--- config.mk ---
export PLATFORM = sky130hd
export DESIGN_NAME = float_convert_scheduler
export DESIGN_NICKNAME = d
export VERILOG_FILES = /design/src/rtl/float_convert_scheduler.sv
export SDC_FILE = /design/constraint.sdc
export NUM_CORES = 2
export LEC_CHECK = 0
export ABC_AREA = 0
export BUFFER_PORTS_ARGS = -buffer_cell sky130_fd_sc_hd__buf_4
export CORE_UTILIZATION = 45
export CTS_CLUSTER_DIAMETER = 120
export DETAILED_ROUTE_END_ITERATION = 7
export GPL_TIMING_DRIVEN = 0
export PLACE_DENSITY = 0.66
export SYNTH_ARGS = -nofsm -noshare
export SYNTH_HDL_FRONTEND = slang
export SYNTH_SLANG_ARGS = --single-unit
--- constraint.sdc ---
create_clock -name clk_in -period 70.2 [get_ports clk_in]
set_clock_uncertainty 0.1 [all_clocks]
set_input_delay 7.02 -clock clk_in [delete_from_list [all_inputs] [get_ports clk_in]]
set_output_delay 7.02 -clock clk_in [all_outputs]
set_load 0.02 [all_outputs]
--- src/rtl/float_convert_scheduler.sv ---
// rtl/float_convert_scheduler.sv - time-multiplexes one fixed_to_float converter over ball and pin coordinates
//
// Purpose: on start_in, snapshot ball x/y and all pin x/y, stream 2+2*N_PINS operands through a
//          single in-order pipelined converter, gather results in a shadow bank and commit them
//          atomically to the float outputs.
// Ports:   clk_in, rst_in (async, active-high), start_in
//          ball_x_in, ball_y_in, pins_x_in, pins_y_in      fixed-point coordinates
//          conv_tdata_out/conv_tvalid_out/conv_tready_in   operand stream to converter
//          conv_result_in/conv_result_valid_in/conv_result_ready_out  result stream
//          float_ball_x_out, float_ball_y_out, float_pins_x_out, float_pins_y_out  committed floats
//          busy_out, done_out (commit pulse), overrun_out (start while busy pulse)
// Option:  FLOAT_SCHED_SKIP_UNCHANGED_EN - skip the converter pass when inputs equal the last commit.
module float_convert_scheduler #(
    parameter int SIZE   = 32,
    parameter int N_PINS = 10,
    parameter int X_W    = 11,
    parameter int Y_W    = 10
) (
    input  logic                     clk_in,
    input  logic                     rst_in,
    input  logic                     start_in,
    input  logic [X_W-1:0]           ball_x_in,
    input  logic [Y_W-1:0]           ball_y_in,
    input  logic [N_PINS*X_W-1:0]    pins_x_in,
    input  logic [N_PINS*Y_W-1:0]    pins_y_in,
    output logic [X_W-1:0]           conv_tdata_out,
    output logic                     conv_tvalid_out,
    input  logic                     conv_tready_in,
    input  logic [SIZE-1:0]          conv_result_in,
    input  logic                     conv_result_valid_in,
    output logic                     conv_result_ready_out,
    output logic [SIZE-1:0]          float_ball_x_out,
    output logic [SIZE-1:0]          float_ball_y_out,
    output logic [N_PINS*SIZE-1:0]   float_pins_x_out,
    output logic [N_PINS*SIZE-1:0]   float_pins_y_out,
    output logic                     busy_out,
    output logic                     done_out,
    output logic                     overrun_out
);

    localparam int J  = 2 + 2 * N_PINS;
    localparam int IW = $clog2(J + 1);

    typedef enum logic [1:0] {IDLE, ISSUE, DRAIN, COMMIT} state_t;

    state_t          state;
    logic [X_W-1:0]  in_vec [J];
    logic [X_W-1:0]  snap   [J];
    logic [SIZE-1:0] shadow [J];
    logic [SIZE-1:0] flt    [J];
    logic [IW-1:0]   issue_idx;
    logic [IW-1:0]   ret_idx;

    logic issue_fire, ret_fire, last_issue, last_ret, issue_complete, all_ret;

`ifdef FLOAT_SCHED_SKIP_UNCHANGED_EN
    logic [X_W-1:0] prev_snap [J];
    logic           committed_once;
    logic           inputs_same;

    always_comb begin
        inputs_same = committed_once;
        for (int j = 0; j < J; j++) begin
            if (in_vec[j] != prev_snap[j]) inputs_same = 1'b0;
        end
    end
`endif

    // Job order: ball x, ball y, pin x[0..], pin y[0..]; y values zero-extended.
    always_comb begin
        in_vec[0] = ball_x_in;
        in_vec[1] = X_W'(ball_y_in);
        for (int i = 0; i < N_PINS; i++) begin
            in_vec[2 + i]          = pins_x_in[i*X_W +: X_W];
            in_vec[2 + N_PINS + i] = X_W'(pins_y_in[i*Y_W +: Y_W]);
        end
    end

    always_comb begin
        conv_tdata_out = '0;
        if (issue_idx < IW'(J)) conv_tdata_out = snap[issue_idx];
    end

    assign conv_result_ready_out = ~rst_in;

    assign issue_fire     = conv_tvalid_out && conv_tready_in;
    assign ret_fire       = (state == ISSUE || state == DRAIN) && conv_result_valid_in && (ret_idx != IW'(J));
    assign last_issue     = issue_fire && (issue_idx == IW'(J - 1));
    assign last_ret       = ret_fire && (ret_idx == IW'(J - 1));
    assign issue_complete = (state == DRAIN) || last_issue;
    assign all_ret        = last_ret || (ret_idx == IW'(J));

    always_ff @(posedge clk_in or posedge rst_in) begin
        if (rst_in) begin
            state           <= IDLE;
            issue_idx       <= '0;
            ret_idx         <= '0;
            conv_tvalid_out <= 1'b0;
            busy_out        <= 1'b0;
            done_out        <= 1'b0;
            overrun_out     <= 1'b0;
            for (int j = 0; j < J; j++) begin
                snap[j]   <= '0;
                shadow[j] <= '0;
                flt[j]    <= '0;
            end
`ifdef FLOAT_SCHED_SKIP_UNCHANGED_EN
            committed_once <= 1'b0;
            for (int j = 0; j < J; j++) prev_snap[j] <= '0;
`endif
        end else begin
            done_out    <= 1'b0;
            overrun_out <= 1'b0;
            if (issue_fire) issue_idx <= issue_idx + 1'b1;
            if (ret_fire) begin
                shadow[ret_idx] <= conv_result_in;
                ret_idx         <= ret_idx + 1'b1;
            end
            case (state)
                IDLE: begin
                    if (start_in) begin
                        for (int j = 0; j < J; j++) snap[j] <= in_vec[j];
                        issue_idx <= '0;
                        ret_idx   <= '0;
                        busy_out  <= 1'b1;
`ifdef FLOAT_SCHED_SKIP_UNCHANGED_EN
                        if (inputs_same) begin
                            state    <= COMMIT;
                            done_out <= 1'b1;
                        end else begin
                            state           <= ISSUE;
                            conv_tvalid_out <= 1'b1;
                        end
`else
                        state           <= ISSUE;
                        conv_tvalid_out <= 1'b1;
`endif
                    end
                end
                ISSUE, DRAIN: begin
                    if (start_in) overrun_out <= 1'b1;
                    if (last_issue) conv_tvalid_out <= 1'b0;
                    // Commit on the edge that captures the final result, folding it in
                    // directly so done_out and the new values appear together.
                    if (issue_complete && all_ret) begin
                        state    <= COMMIT;
                        done_out <= 1'b1;
                        for (int j = 0; j < J; j++) begin
                            flt[j] <= (ret_fire && ret_idx == IW'(j)) ? conv_result_in : shadow[j];
                        end
`ifdef FLOAT_SCHED_SKIP_UNCHANGED_EN
                        for (int j = 0; j < J; j++) prev_snap[j] <= snap[j];
                        committed_once <= 1'b1;
`endif
                    end else if (last_issue) begin
                        state <= DRAIN;
                    end
                end
                COMMIT: begin
                    if (start_in) overrun_out <= 1'b1;
                    state    <= IDLE;
                    busy_out <= 1'b0;
                end
                default: state <= IDLE;
            endcase
        end
    end

    assign float_ball_x_out = flt[0];
    assign float_ball_y_out = flt[1];

    for (genvar i = 0; i < N_PINS; i++) begin : g_pins
        assign float_pins_x_out[i*SIZE +: SIZE] = flt[2 + i];
        assign float_pins_y_out[i*SIZE +: SIZE] = flt[2 + N_PINS + i];
    end

endmodule

==> results.py <==
metrics = {
    "global_routing": {
        "grt_pass1_wl_um": 288000,
        "met1_usage_pct": 35.3,
        "grt_max_degree": 133,
        "antenna_found_initial": 31,
        "grt_pass1_vias": 39421,
        "overflow": 0,
        "grt.total_usage_pct": 27.6,
        "grt_util_met2_pct": 44.0,
        "grtUsageMet3_pct": 7.93,
        "top_usage_layer": "met2",
    },
    "critical_path": {
        "end_kind": "output port",
        "path_max_fanout": 93,
        "startpoint_type": "input port",
        "arrival_ns": 8.41,
        "required_ns": 63.08,
        "crit_type": "input port to output port",
    },
    "clocking": {
        "htreeDepth": 4,
        "clock-sinks": 1655,
        "cts_setup_buffers": 0,
        "root_buffer": "clkbuf_16",
        "worstSkewPairLatency_ns": 0.82,
        "cts.clk_slew.worst_paths_ns": 0.05,
        "cts_tree": "done",
        "post_cts_resized": 0,
        "cts_buffer_depth": 3,
        "numCtsBuffers": 173,
        "cts_hold_buf": 0,
    },
    "synthesis": {
        "synth_top_area_share_pct": 63.7,
        "synth_area_um2": 65000,
        "ys_seq_elements": 1655,
        "yosysTopAreaCell": "dfrtp_1",
        "synth_enable_flop_cells": 0,
        "synthTopCellsByCount": "dfrtp_1 (1,655), mux2_2 (1,290), mux2_1 (241)",
        "yosysUniqueCellTypes": 54,
        "yosys.cell_count.top_type": "dfrtp_1",
        "avgSynthCellArea_um2": 16.5,
        "syn-num-nets": 4223,
        "synth_cells": 3945,
        "yosysWarnings": 0,
        "async_flop_share_pct": 100,
        "synthTopCellsByArea": "dfrtp_1 (64%), mux2_2 (22%), mux2_1 (4.2%)",
        "synth-main-ff-cell": "dfrtp_1",
        "yosysSeqAreaShare_pct": 63.7,
    },
    "cells_and_area": {
        "drive_gt1_share_pct": 55.4,
        "area_growth_pct": 24.6,
        "n_fill_cell": 11718,
        "fin_nets": 5399,
        "fin_cells": 7188,
        "utilization_pct": 56.5,
        "seq_area_um2": 41400,
        "multiInputGateArea_um2": 21900,
    },
    "die": {
        "die_area_um2": 146000,
        "die_w_um": 382,
        "die_y_um": 382,
        "rows": 139,
        "io-pin-count": 988,
        "initial_utilization_pct": 45.3,
        "coreArea_um2": 143000,
    },
    "detailed_routing": {
        "drt_iter0_markers": 1844,
        "wl_per_cell_um": 28.0,
        "drt_wl_total_um": 201000,
        "drt-vias-per-instance": 5.27,
        "drt_first_pass_iters": 5,
        "postRouteAntennaNets": 0,
        "drc": 0,
        "vias": 37876,
    },
    "placed_design": {
        "place_inst": 6849,
        "place.gp.congestion": 0.856,
        "dpl_worst_slack_ns": 54.64,
        "hpwl_um": 149000,
        "port_buffers": 987,
    },
    "sta": {
        "finalSetupViolCount": 0,
        "timing.hold.ws_ns": 0.383,
        "worstMarginPinSlew_ns": 1.28,
        "period_needed_ns": 15.53,
        "rsz0062_at_grt": "false",
        "max_slew_margin_pct": 14.6,
        "fin_tns_setup_ns": 0,
        "period_share_pct": 22.1,
        "fmax_mhz": 64.4,
        "hold_violations": 0,
        "timing.final.ws_setup_ns": 54.67,
        "maxSlewViolCount": 0,
    },
    "status": {
        "status": "finished, final reports clean",
    },
    "run": {
        "cap_violations": 0,
    },
    "worst_hold_path": {
        "hp-class": "flop to flop",
    },
    "power_and_ir_drop": {
        "peakVddDrop_mv": 0.0222,
        "leakagePower_uw": 0.0420,
        "p_per_area_nw_per_um2": 29.4,
    },
}
[routing by layer]
layer / vias up / wire [um]
met5: - / 61
met4: 8 / 8610
met3: 306 / 14000
met2: 1069 / 95600
met1: 20152 / 83200
li1: 16341 / -
[cell usage in the layout (no fill, tap or decap), types with 3 or more instances in the layout]
cell type and n:
a211oi_1 3, a21oi_1 13, a22oi_1 30, and2_1 3, buf_1 6, buf_16 14
buf_2 111, buf_4 993, buf_6 62, bufinv_16 4, clkbuf_1 122, clkbuf_16 174
clkbuf_8 47, clkinv_16 5, clkinv_2 37, clkinv_4 4, clkinv_8 3, dfrtp_1 1655
diode_2 25, ha_1 10, inv_1 8, inv_6 5, mux2_1 241, mux2_2 1290
mux2_4 140, mux2i_1 113, nand2_1 15, nand2b_1 4, nand3_1 35, nand3_2 3
nand4b_1 3, nor2_1 32, nor2b_1 7, o21ai_0 13, o22ai_1 10, xnor2_1 3
xor2_1 3
[sequential cells by signal, summed over array words and instances, names as in the netlist]
register          flops
snap                231
ret_idx               5
issue_idx             5
float_ball_y_out     32
float_ball_x_out     32
overrun_out           1
state                 2
float_pins_y_out    320
conv_tvalid_out       1
shadow              704
busy_out              1
done_out              1
float_pins_x_out    320
[final timing paths]
path                            cells after the start                         startpoint  slack, ns                           endpoint
worst max register to register                      8               state[1]$_DFFE_PP0P_      66.37   float_pins_x_out[89]$_DFFE_PP0P_
worst min-delay path                                1  float_pins_x_out[159]$_DFFE_PP0P_       0.38  float_pins_x_out[159]$_DFFE_PP0P_
worst max-delay path                                4                             rst_in      54.67              conv_result_ready_out
max in group asynchronous                           5                             rst_in      61.49            shadow[167]$_DFFE_PP0P_
worst min register to register                      1  float_pins_x_out[159]$_DFFE_PP0P_       0.38  float_pins_x_out[159]$_DFFE_PP0P_
min in group asynchronous                           2                             rst_in       6.23              snap[104]$_DFFE_PP0P_
[per-stage QoR]
stage,area [um2],total power [uW]
final,81000,2380
after global placement,74800,1480
after CTS,81000,2400
after global routing,81000,2480
after detailed placement,75200,1490
after floorplan,65000,1410
[cell type report]
class | count | area share [%]
antenna | 25 | 0.0772
multi-input combinational | 2004 | 27.1
inverter | 10 | 0.0556
clock inverter | 61 | 0.763
timing repair buffer | 1001 | 9.62
buffer | 276 | 2.06
clock buffer | 253 | 6.32
sequential | 1655 | 51.1
tap | 1903 | 2.94
[power breakdown]
group	switching [uW]	internal (uW)	total, uW
clock	392	523	915
combinational	146	171	317
sequential	40.9	1110	1150
total	578	1800	2380
[kinds of logic after synthesis]
kind of cell / synth area share, %
compound gates: 0.768
xor+xnor: 0.0808
fa+ha+maj: 0.192
buf+inv: 2.62
flops: 63.7
mux: 31.5
simple gates: 1.12
[worst max-delay path, stage by stage]
cell and delay, ns:
buf_4 0.13, inv_8 0.47, buf_16 0.43, buf_4 0.24
No activity file was read; power rests on OpenSTA's default activity.
